File: config.mk
export PLATFORM = sky130hd
export DESIGN_NAME = vga_scan_ctrl
export DESIGN_NICKNAME = d
export VERILOG_FILES = /design/src/rtl/hack_vga_pkg.sv /design/src/rtl/vga_timing.sv /design/src/rtl/vga_scan_ctrl.sv
export SDC_FILE = /design/constraint.sdc
export NUM_CORES = 1
export LEC_CHECK = 0
export ABC_AREA = 1
export CAP_MARGIN = 30
export CORE_MARGIN = 5
export CORE_UTILIZATION = 45
export CTS_CLUSTER_SIZE = 25
export DETAILED_ROUTE_END_ITERATION = 12
export GPL_TIMING_DRIVEN = 0
export PLACE_DENSITY = 0.75
export SYNTH_ARGS = -nofsm -noshare
export SYNTH_HDL_FRONTEND = slang
export SYNTH_SLANG_ARGS = --single-unit
File: constraint.sdc
create_clock -name clk1 -period 4.45 [get_ports clk1]
set_clock_uncertainty 0.05 [all_clocks]
set_input_delay 0.89 -clock clk1 [delete_from_list [all_inputs] [get_ports clk1]]
set_output_delay 0.89 -clock clk1 [all_outputs]
set_load 0.05 [all_outputs]
File: src/rtl/hack_vga_pkg.sv
// Shared constants and types for the Hack-computer VGA scan-out path.
// 640x480@60 Hz timing on a 25 MHz pixel clock (800 x 525 clocks per frame)
// and the 512x256 monochrome Hack screen window placed inside it.
package hack_vga_pkg;

   typedef logic [9:0]  cnt_t;   // hc / vc counter value (max 799)
   typedef logic [12:0] addr_t;  // screen word address (8K words)
   typedef logic [15:0] word_t;  // one screen word = 16 pixels

   // Horizontal timing, in pixel clocks
   localparam cnt_t H_ACTIVE = 10'd640;
   localparam cnt_t H_FP     = 10'd16;
   localparam cnt_t H_SYNC   = 10'd96;
   localparam cnt_t H_BP     = 10'd48;
   localparam cnt_t H_TOTAL  = H_ACTIVE + H_FP + H_SYNC + H_BP;  // 800
   localparam cnt_t H_SYNC_S = H_ACTIVE + H_FP;                  // 656
   localparam cnt_t H_SYNC_E = H_SYNC_S + H_SYNC;                // 752, exclusive

   // Vertical timing, in lines
   localparam cnt_t V_ACTIVE = 10'd480;
   localparam cnt_t V_FP     = 10'd10;
   localparam cnt_t V_SYNC   = 10'd2;
   localparam cnt_t V_BP     = 10'd33;
   localparam cnt_t V_TOTAL  = V_ACTIVE + V_FP + V_SYNC + V_BP;  // 525
   localparam cnt_t V_SYNC_S = V_ACTIVE + V_FP;                  // 490
   localparam cnt_t V_SYNC_E = V_SYNC_S + V_SYNC;                // 492, exclusive

   // Hack screen window size
   localparam int WIN_W = 512;
   localparam int WIN_H = 256;

   // lo <= v < hi
   function automatic logic in_span(cnt_t v, cnt_t lo, cnt_t hi);
      return (v >= lo) && (v < hi);
   endfunction

endpackage

File: src/rtl/vga_timing.sv
// 640x480 raster counters with registered sync / display-enable outputs.
//   clk1, rst      : pixel clock, synchronous active-high reset
//   en             : scan enable; low holds the counters at 0 and idles outputs
//   hc, vc         : live counter state (for the fetch logic in the top)
//   de/hsync/vsync : describe the counter state of the previous clock
//   frame_start    : one-cycle pulse for counter state hc=0, vc=0
module vga_timing
   import hack_vga_pkg::*;
(
   input  logic clk1,
   input  logic rst,
   input  logic en,
   output cnt_t hc,
   output cnt_t vc,
   output logic de,
   output logic hsync,
   output logic vsync,
   output logic frame_start
);

   cnt_t hc_q, hc_d, vc_q, vc_d;
   logic de_q, de_d, hsync_q, hsync_d, vsync_q, vsync_d, fs_q, fs_d;

   always_comb begin
      hc_d    = '0;
      vc_d    = '0;
      de_d    = 1'b0;
      hsync_d = 1'b1;
      vsync_d = 1'b1;
      fs_d    = 1'b0;
      if (en) begin
         de_d    = (hc_q < H_ACTIVE) && (vc_q < V_ACTIVE);
         hsync_d = !in_span(hc_q, H_SYNC_S, H_SYNC_E);
         vsync_d = !in_span(vc_q, V_SYNC_S, V_SYNC_E);
         fs_d    = (hc_q == '0) && (vc_q == '0);
         if (hc_q == H_TOTAL - 10'd1) begin
            hc_d = '0;
            vc_d = (vc_q == V_TOTAL - 10'd1) ? '0 : vc_q + 10'd1;
         end else begin
            hc_d = hc_q + 10'd1;
            vc_d = vc_q;
         end
      end
   end

   always_ff @(posedge clk1) begin
      if (rst) begin
         hc_q    <= '0;
         vc_q    <= '0;
         de_q    <= 1'b0;
         hsync_q <= 1'b1;
         vsync_q <= 1'b1;
         fs_q    <= 1'b0;
      end else begin
         hc_q    <= hc_d;
         vc_q    <= vc_d;
         de_q    <= de_d;
         hsync_q <= hsync_d;
         vsync_q <= vsync_d;
         fs_q    <= fs_d;
      end
   end

   assign hc          = hc_q;
   assign vc          = vc_q;
   assign de          = de_q;
   assign hsync       = hsync_q;
   assign vsync       = vsync_q;
   assign frame_start = fs_q;

endmodule

File: src/rtl/vga_scan_ctrl.sv
// Hack screen scan-out: fetches 16-bit screen words and shifts them out as
// pixels inside a 512x256 window of a 640x480 raster.
//   clk1, rst, en  : pixel clock, sync active-high reset, scan enable
//   QVGA           : word from the screen memory video port (RD_LAT clocks
//                    after addressVGA changes)
//   addressVGA     : registered word address (0 during blanking)
//   pix            : registered pixel, 1 = black, bit 0 of a word is leftmost
//   hsync, vsync   : active-low syncs; de = display active; frame_start pulse
// All pixel-side outputs lag the counter state they describe by one clock.
module vga_scan_ctrl
   import hack_vga_pkg::*;
#(
   parameter int X0     = 64,
   parameter int Y0     = 112,
   parameter int RD_LAT = 1
) (
   input  logic        clk1,
   input  logic        rst,
   input  logic        en,
   input  logic [15:0] QVGA,
   output logic [12:0] addressVGA,
   output logic        pix,
   output logic        hsync,
   output logic        vsync,
   output logic        de,
   output logic        frame_start
);

   localparam cnt_t XS = cnt_t'(X0);
   localparam cnt_t XE = cnt_t'(X0 + WIN_W);
   localparam cnt_t YS = cnt_t'(Y0);
   localparam cnt_t YE = cnt_t'(Y0 + WIN_H);
   // The address register adds one clock on top of the memory latency, so a
   // fetch decided at hc lands in QVGA exactly when the counter reaches hc+LA.
   localparam cnt_t LA = cnt_t'(RD_LAT + 1);

   cnt_t       hc, vc, hf;
   logic [8:0] xf;
   logic [3:0] xl;
   logic [7:0] yr;
   logic       active, v_in, h_in, fetch, load;

   addr_t addr_q, addr_d;
   word_t sr_q, sr_d;
   logic  pix_q, pix_d;

   vga_timing u_timing (
      .clk1        (clk1),
      .rst         (rst),
      .en          (en),
      .hc          (hc),
      .vc          (vc),
      .de          (de),
      .hsync       (hsync),
      .vsync       (vsync),
      .frame_start (frame_start)
   );

   always_comb begin
      hf     = hc + LA;             // column whose word must be requested now
      xf     = 9'(hf - XS);
      xl     = 4'(hc - XS);
      yr     = 8'(vc - YS);
      active = (hc < H_ACTIVE) && (vc < V_ACTIVE);
      v_in   = in_span(vc, YS, YE);
      h_in   = in_span(hc, XS, XE);
      fetch  = v_in && in_span(hf, XS, XE) && (xf[3:0] == 4'd0);
      load   = v_in && h_in && (xl == 4'd0);

      addr_d = addr_q;
      sr_d   = sr_q;
      pix_d  = 1'b0;
      if (!en) begin
         addr_d = '0;
         sr_d   = '0;
      end else begin
         // Address holds between fetches; blanking parks it at 0.
         if (!active)
            addr_d = '0;
         else if (fetch)
            addr_d = {yr, xf[8:4]};

         // QVGA is only looked at on the word-boundary cycle; the first pixel
         // goes straight out and the other 15 are kept for shifting.
         if (load) begin
            sr_d  = {1'b0, QVGA[15:1]};
            pix_d = QVGA[0];
         end else if (v_in && h_in) begin
            sr_d  = {1'b0, sr_q[15:1]};
            pix_d = sr_q[0];
         end
      end
   end

   always_ff @(posedge clk1) begin
      if (rst) begin
         addr_q <= '0;
         sr_q   <= '0;
         pix_q  <= 1'b0;
      end else begin
         addr_q <= addr_d;
         sr_q   <= sr_d;
         pix_q  <= pix_d;
      end
   end

   assign addressVGA = addr_q;
   assign pix        = pix_q;

endmodule

==> results of run 1 <==
[per-stage QoR]
step	power, mW	setup WS [ps]	std cells	hold WS, ps	utilization
floorplan	0.517	2400	393	394	-
global route	0.901	1560	512	455	0.561
global placement	0.542	1500	504	404	0.542
detailed placement	0.543	1490	504	416	0.542
CTS	0.875	1790	512	432	0.561
finish	0.864	1820	512	426	0.561
[routing by layer]
layer / GRT usage / vias to the layer above
li1: - / 1372
met1: 0.206 / 1155
met2: 0.284 / 63
met3: 0.0363 / 9
met4: 0.0481 / 0
met5: 0 / -
[registers in the layout, indices dropped and copies added, names as in the netlist]
name	flops
u_timing.de	1
u_timing.vsync	1
pix	1
u_timing.frame_start	1
u_timing.hsync	1
u_timing.hc	10
addressVGA	13
sr_q	15
u_timing.vc	10
[cell type report]
type	instances	share of cell area
Buffer	12	0.0251
Clock buffer	5	0.0206
Clock inverter	3	0.0131
Inverter	39	0.0439
Multi-Input combinational cell	289	0.443
Sequential cell	53	0.318
Tap cell	75	0.0281
Timing Repair Buffer	36	0.108
[layout by cell type, fill, tap and decap left out, types with 4 or more instances in the layout]
cell type | synthesis | final
nand2_1 | 92 | 92
dfxtp_1 | 53 | 53
nor2_1 | 52 | 52
inv_1 | 38 | 38
clkdlybuf4s50_1 | 0 | 36
nand3_1 | 33 | 33
o21ai_0 | 21 | 21
a21oi_1 | 18 | 18
a31oi_1 | 14 | 14
nor3_1 | 10 | 10
ha_1 | 10 | 10
xor2_1 | 6 | 6
nand4_1 | 6 | 6
clkbuf_8 | 0 | 5
nand2_2 | 4 | 4
buf_6 | 4 | 4
[worst max-delay path, cell delays in order]
cell	delay, ps
clkdlybuf4s50_1	450
inv_1	30
nor2_1	400
inv_1	270
nor2_1	350
inv_1	240
o21ai_0	180
[cells by family (layout without fill, tap and decap cells)]
family,count (synthesis),after routing,share of synthesized area
AND/OR/NAND/NOR,210,210,0.336
AO/OA/AOI/OAI,62,62,0.130
flip-flops,53,53,0.383
buffers and inverters,51,95,0.0831
adder cells (fa/ha/maj),10,10,0.0451
XOR/XNOR,7,7,0.0221
[power breakdown]
group / total, mW / switching, mW / internal [mW]
logic: 0.0537 / 0.0298 / 0.0240
registers: 0.477 / 0.00154 / 0.476
clock network: 0.333 / 0.164 / 0.169
[worst paths after layout]
kind / startpoint / end / slack (ps)
max reg2reg: u_timing.hc[2] / addressVGA[7] / 2170
min: sr_q[14] / sr_q[14] / 430
max: en / u_timing.vc[0] / 1820
min reg2reg: sr_q[14] / sr_q[14] / 430
==> flow_metrics.tcl, run 1 <==
set metrics [dict create \
    cp_max_fo 10 \
    ys_ff_latch 53 \
    routabilityCongestion 0.902 \
    ys_async_sr_fraction 0 \
    synth_edf_count 0 \
    grt_overflow 0 \
    grt_usage 0.165 \
    dieArea_um2 7830 \
    ant_nets 0 \
    critPathLaunchType "input pin" \
    synth_area_leaders "dfxtp_1 38%, nand2_1 12%, nor2_1 7.0%, nand3_1 6.0%, inv_1 5.1%" \
    cts_tree "built" \
    ios 37 \
    first_pass_iters 4 \
    max_slew_margin 0.650 \
    finalNetCount 465 \
    syn_nets 422 \
    setup-tns-final_ps 0 \
    die_h_um 88.5 \
    dpl_cell_area_um2 3230 \
    hp-class "flip-flop to flip-flop" \
    drive_above_1_share 0.0755 \
    die_w_um 88.5 \
    drc 0 \
    drt_wl_total_um 5900 \
    yosysTopAreaCellShare 0.383 \
    syn_area_per_cell_um2 7.05 \
    wl_met1_um 2880 \
    maxUsedRoutingLayer "met4" \
    grt_antenna_before_repair 0 \
    area_growth_pct 20.5 \
    fin_crit_sh 0.591 \
    rows 28 \
    synth_area_um2 2770 \
    synth_top_area_cell "dfxtp_1" \
    cp.arrival_ps 2820 \
    syn_inst 393 \
    worstRegToRegCells 14 \
    grt_max_degree 18 \
    cts_setup_buffers 0 \
    synth_flop_cell "dfxtp_1" \
    clock-sinks 53 \
    stdcell_area_um2 3340 \
    critPathKind "input pin to flip-flop" \
    maxSlewViolCount 0 \
    p_per_area_nw_per_um2 259 \
    p_leak_nw 1.24 \
    cts_buffers 5 \
    maxCapViolations 0 \
    required_ps 4640 \
    clk_path_buf_depth 2 \
    synth_cell_types 34 \
    start_util 0.465 \
    cp-end-kind "flip-flop" \
    hpwlAfterDp_um 4620 \
    vias_per_cell 5.08 \
    ir_drop_uv 149 \
    cts-root-buf "clkbuf_8" \
    grt_pass1_wl_um 10500 \
    vias 2599 \
    rsz0062_at_grt "false" \
    ys_seq_area_frac 0.383 \
    yosys-top-cells-count "92 x nand2_1, 53 x dfxtp_1, 52 x nor2_1, 38 x inv_1, 33 x nand3_1" \
    clk_latency_ps 310 \
    setup_viol 0 \
    cts_resized 0 \
    multiInputGateArea_um2 1480 \
    hold_buffers 0 \
    met2_wirelength_um 2620 \
    wl_met3_um 328 \
    layout_min_cycle_time_ps 2630 \
    htreeDepth 2 \
    wire_per_inst_um 11.5 \
    max_freq_mhz 380 \
    hold_viol 0 \
    holdPathStages 2 \
    coreArea_um2 5960 \
    diodes 0 \
    port_buffers 36 \
    register_area_um2 1060 \
    ys_warn_count 0 \
    status "complete, no violations" \
    yosysMostFrequentCell "nand2_1" \
    nFillCells 593 \
    clkSlewWorstSetupHoldPaths_ps 90 \
    worst_pin_slew_ps 522 \
    first_iter_violations 155 \
    first_global_vias 2497 \
]
No activity file was read; power rests on OpenSTA's default activity.
==> run 2, diff against run 1 <==
--- a/config.mk
+++ b/config.mk
@@ -12,7 +12,7 @@
 export CTS_CLUSTER_SIZE = 25
 export DETAILED_ROUTE_END_ITERATION = 12
 export GPL_TIMING_DRIVEN = 0
-export PLACE_DENSITY = 0.75
+export PLACE_DENSITY = 0.78
 export SYNTH_ARGS = -nofsm -noshare
 export SYNTH_HDL_FRONTEND = slang
 export SYNTH_SLANG_ARGS = --single-unit
==> constraint.sdc (replaced) <==
create_clock -name clk1 -period 2.1 [get_ports clk1]
set_clock_uncertainty 0.05 [all_clocks]
set_input_delay 0.42 -clock clk1 [delete_from_list [all_inputs] [get_ports clk1]]
set_output_delay 0.42 -clock clk1 [all_outputs]
set_load 0.05 [all_outputs]
==> run 2 against run 1 <==
Net effect: die area is the same; first-iteration DRC count grew 37%; via count grew 2.6%; largest cell class unchanged; highest routed layer unchanged; non-clock buffer count grew 7.
==> flow_metrics.tcl, run 2 (same netlist as run 1, synthesis figures left out) <==
set metrics [dict create \
    drive_above_1_share 0.131 \
    dieArea_um2 7830 \
    area_growth_pct 25.1 \
    mostFrequentLayoutCells "91 x nand2_1, 47 x nor2_1, 47 x dfxtp_1, 36 x inv_1, 36 x clkdlybuf4s50_1" \
    status "complete, no violations" \
    grt_antenna_before_repair 0 \
    first_pass_iters 4 \
    clk_path_buf_depth 2 \
    grt_overflow 0 \
    largest-register "sr_q" \
    hold_viol 0 \
    rows 28 \
    reg2reg_from "u_timing.hc[0]" \
    port_buffers 36 \
    vias 2666 \
    worstReg2RegEnd "u_timing.vc[0]" \
    place_ws_ps -458 \
    max_slew_margin 0.666 \
    largest_reg_flops 15 \
    start_util 0.465 \
    grt_max_degree 18 \
    hp-start "sr_q[1]" \
    dp_cells 504 \
    instances_no_fill 519 \
    setup-tns-final_ps 0 \
    first_global_vias 2559 \
    cp_max_fo 7 \
    maxSlewViolCount 0 \
    max_freq_mhz 506 \
    worstRegToRegCells 6 \
    whs_endpoint "sr_q[0]" \
    reg2reg_slack_ps 120 \
    grt_pass1_wl_um 11100 \
    combinationalPowerShare 0.066 \
    first_iter_violations 212 \
    switching_power_uw 418 \
    cp-startpoint "u_timing.hc[0]" \
    ios 37 \
    fin_crit_sh 0.942 \
    p_int_mw 1.42 \
    critPathLaunchType "flip-flop" \
    die_w_um 88.5 \
    layout_min_cycle_time_ps 1980 \
    cp-end-kind "flip-flop" \
    die_h_um 88.5 \
    cts_tree "built" \
    diodes 0 \
    p_leak_nw 1.30 \
    drt_wl_total_um 6420 \
    cts-root-buf "clkbuf_8" \
    hpwlAfterDp_um 4830 \
    hp-class "flip-flop to flip-flop" \
    clk_latency_ps 310 \
    worst_pin_slew_ps 500 \
    setup_viol 0 \
    wire_per_inst_um 12.4 \
    cts_buffers 5 \
    clkSlewWorstSetupHoldPaths_ps 100 \
    drc 0 \
    clock-sinks 53 \
    required_ps 2250 \
    layout_setup_ws_ps 123 \
    coreArea_um2 5960 \
    ir_drop_uv 275 \
    hold_buffers 0 \
    cp.arrival_ps 2130 \
    ant_nets 0 \
    sw_frac_of_total 0.228 \
    holdPathStages 2 \
    power.share.clock 0.384 \
    finalNetCount 472 \
    critPathKind "flip-flop to flip-flop" \
    vias_per_cell 5.14 \
    maxCapViolations 0 \
    htreeDepth 2 \
    nFillCells 589 \
    p_per_area_nw_per_um2 530 \
    routabilityCongestion 0.863 \
    grt_usage 0.174 \
    final_common_cell "nand2_1" \
    seqPwrFrac 0.550 \
]
## run 2: cell count changes in the layout (fill, tap and decap cells not counted), moves of 2 or more
cell / previous run / this run
dfxtp_4: 0 / 2
dfxtp_2: 0 / 4
nor2_1: 52 / 47
inv_2: 0 / 2
ha_1: 10 / 7
buf_4: 1 / 6
inv_1: 38 / 36
buf_6: 4 / 6
dfxtp_1: 53 / 47
ha_4: 0 / 2
nor2_2: 2 / 6
## run 2: metal layers
metal	share of wire	GRT usage
met1	0.46	0.216
met2	0.47	0.307
met3	0.060	0.0410
met4	0.010	0.0412
met5	0	0
## run 2: critical path, stage by stage (launching register included)
cell,delay [ps]
dfxtp_1,460
ha_1,250
nand3_2,200
nor3_2,410
nor2_2,140
inv_1,240
o21ai_0,110
## run 2: timing repair
action                     CTS  global route
resized for setup            8            21
setup endpoints to repair   28            40
pin swaps                    1             1
setup buffers                1             5
cloned                       0             1
## run 2: cell type report
| cell class | count | area, µm² | share of cell area |
|---|---|---|---|
| sequential | 53 | 1070 | 0.310 |
| clock inverter | 3 | 43.8 | 0.0126 |
| buffer | 12 | 85.1 | 0.0245 |
| clock buffer | 5 | 68.8 | 0.0199 |
| tap | 75 | 93.8 | 0.0271 |
| inverter | 39 | 146 | 0.0422 |
| timing repair buffer | 43 | 420 | 0.121 |
| multi-input combinational | 289 | 1530 | 0.443 |
## run 2: through the flow
stage                      util  hold WS [ps]  total power [mW]  instance area [µm²]
after floorplan               -           394              1.09                 2770
after global placement    0.542           409              1.15                 3230
after detailed placement  0.542           416              1.15                 3230
after CTS                 0.566           426              1.85                 3370
after global routing      0.582           448              1.91                 3470
final                     0.582           430              1.84                 3470
## run 2: worst max path at each step
stage                     endpoint  slack (ps)  depth (start not counted)
floorplan            addressVGA[9]          90                         14
global placement    u_timing.vc[0]        -440                          7
detailed placement  u_timing.vc[0]        -460                          7
CTS                        sr_q[3]           8                          8
global route         addressVGA[1]          -1                         14
finish              u_timing.vc[0]         120                          6
## run 2: power groups by stage
stage	registers [mW]	logic (mW)	clock network [mW]
floorplan	1.04	0.0523	0
global placement	1.04	0.114	0
detailed placement	1.04	0.115	0
CTS	1.01	0.115	0.725
global route	1.01	0.133	0.767
finish	1.01	0.121	0.705
==> run 3, diff against run 2 <==
--- a/config.mk
+++ b/config.mk
@@ -8,11 +8,12 @@
 export ABC_AREA = 1
 export CAP_MARGIN = 30
 export CORE_MARGIN = 5
-export CORE_UTILIZATION = 45
+export CORE_UTILIZATION = 40
+export CTS_BUF_LIST = sky130_fd_sc_hd__clkbuf_2
 export CTS_CLUSTER_SIZE = 25
 export DETAILED_ROUTE_END_ITERATION = 12
 export GPL_TIMING_DRIVEN = 0
-export PLACE_DENSITY = 0.78
+export PLACE_DENSITY = 0.71
 export SYNTH_ARGS = -nofsm -noshare
 export SYNTH_HDL_FRONTEND = slang
 export SYNTH_SLANG_ARGS = --single-unit
==> run 3 against run 2 <==
Net effect: fmax is 0.99% higher; via count hardly changed; clock power is 23% lower; sequential share of layout area hardly changed; total power is 8.7% lower; setup slack better by 19 ps; critical path depth is 8 higher; utilization is 6.7 points lower; largest cell class unchanged; register-to-register slack better by 20 ps; final area is 0.47% higher; hold slack better by 12 ps.
==> flow_metrics.tcl, run 3 (same netlist as run 1, synthesis figures left out) <==
set metrics [dict create \
    rsz0062_at_grt "false" \
    drive_above_1_share 0.144 \
    setup_viol 0 \
    layout_setup_ws_ps 142 \
    largest-register "sr_q" \
    first_iter_violations 195 \
    cts-root-buf "clkbuf_2" \
    rows 30 \
    largest_reg_flops 15 \
    hpwlAfterDp_um 4720 \
    clkSlewWorstSetupHoldPaths_ps 280 \
    wire_per_inst_um 12.1 \
    die_w_um 93.2 \
    hp-class "input pin to flip-flop" \
    p_leak_nw 1.42 \
    reg2reg_slack_ps 140 \
    nFillCells 679 \
    diodes 0 \
    cp_common_cell "nand2_1" \
    grt_max_degree 18 \
    required_ps 2460 \
    mostFrequentLayoutCells "91 x nand2_1, 49 x nor2_1, 46 x dfxtp_1, 36 x inv_1, 32 x nand3_1" \
    ios 37 \
    critPathLaunchType "flip-flop" \
    status "complete, no violations" \
    dpl_cell_area_um2 3230 \
    area_growth_pct 25.6 \
    fin_crit_sh 0.932 \
    final_common_cell "nand2_1" \
    cts_buffers 5 \
    finalNetCount 480 \
    cts_tree "built" \
    first_pass_iters 4 \
    vias 2665 \
    die_h_um 93.2 \
    port_buffers 36 \
    hold_viol 0 \
    grt_overflow 0 \
    place_ws_ps -427 \
    coreArea_um2 6760 \
    maxSlewViolCount 0 \
    layout_min_cycle_time_ps 1960 \
    clk_path_buf_depth 2 \
    worst_pin_slew_ps 494 \
    hold_buffers 0 \
    ir_drop_uv 217 \
    cp_cell_sequence "inv_1, nor2_2, nand2_1, nand2_1, nand2_1, inv_2, ha_4, nand3_4, a21oi_4, buf_4, buf_6, nand3_1, nand2_1, nor2_1" \
    cp_max_fo 5 \
    clk_latency_ps 460 \
    stdcell_area_um2 3480 \
    p_per_area_nw_per_um2 481 \
    first_global_vias 2293 \
    grt_pass1_wl_um 10100 \
    grt_usage 0.141 \
    max_slew_margin 0.672 \
    ant_nets 0 \
    max_stage_delay_ps 430 \
    start_util 0.410 \
    routabilityCongestion 0.897 \
    cp-end-kind "flip-flop" \
    drt_wl_total_um 6450 \
    vias_per_cell 5.01 \
    grt_antenna_before_repair 0 \
    max_freq_mhz 511 \
    htreeDepth 2 \
    dieArea_um2 8690 \
    drc 0 \
    clock-sinks 53 \
    cp_slowest_cell "dfxtp_2" \
    critPathKind "flip-flop to flip-flop" \
    cp.arrival_ps 2310 \
    maxCapViolations 0 \
]
## run 3: report_power, final
part / total, mW / internal [mW] / switching, mW
clock network: 0.546 / 0.204 / 0.341
logic: 0.117 / 0.0510 / 0.0663
registers: 1.01 / 1.01 / 0.00310
## run 3: worst max-delay path: cells and delay by family, from the launching register on
kind	cells	cell delay [ps]
buf+inv	4	490
fa+ha+maj	1	140
simple gates	8	640
flops	1	430
compound gates	1	150
## run 3: per-layer routing
| metal | vias up | share of wire | GRT usage |
|---|---|---|---|
| met3 | 10 | 0.057 | 0.0314 |
| met5 | - | 0 | 0 |
| met2 | 69 | 0.47 | 0.238 |
| met4 | 0 | 0.016 | 0.0415 |
| met1 | 1183 | 0.46 | 0.178 |
| li1 | 1403 | - | - |
## run 3: cell type report
class	count	area [µm²]	share of cell area
Buffer	12	87.6	0.0252
Clock buffer	5	25.0	0.00719
Clock inverter	3	43.8	0.0126
Inverter	39	146	0.0420
Multi-Input combinational cell	289	1540	0.442
Sequential cell	53	1080	0.310
Tap cell	80	100	0.0287
Timing Repair Buffer	51	462	0.133
## run 3: through the flow
stage                     setup TNS (ps)   util  total power [mW]  instances  hold WS, ps
final                                  0  0.515              1.68        532          442
after floorplan                        0      -              1.09        393          394
after detailed placement          -10370  0.478              1.15        509          418
after CTS                              0  0.492              1.69        522          441
after global routing                   0  0.515              1.73        532          444
after global placement             -9850  0.478              1.15        509          405
## run 3: worst paths after layout
path | startpoint | endpoint | cells past startpoint
setup / recovery | u_timing.hc[6] | addressVGA[12] | 14
hold / removal | QVGA[14] | sr_q[13] | 3
setup reg to reg | u_timing.hc[6] | addressVGA[12] | 14
hold reg to reg | sr_q[14] | sr_q[14] | 2
## run 3: what timing repair did
action,CTS,global route
cloned,0,2
gates resized for setup,23,30
buffers inserted,5,8
setup endpoints to repair,31,44
pin swaps,1,1
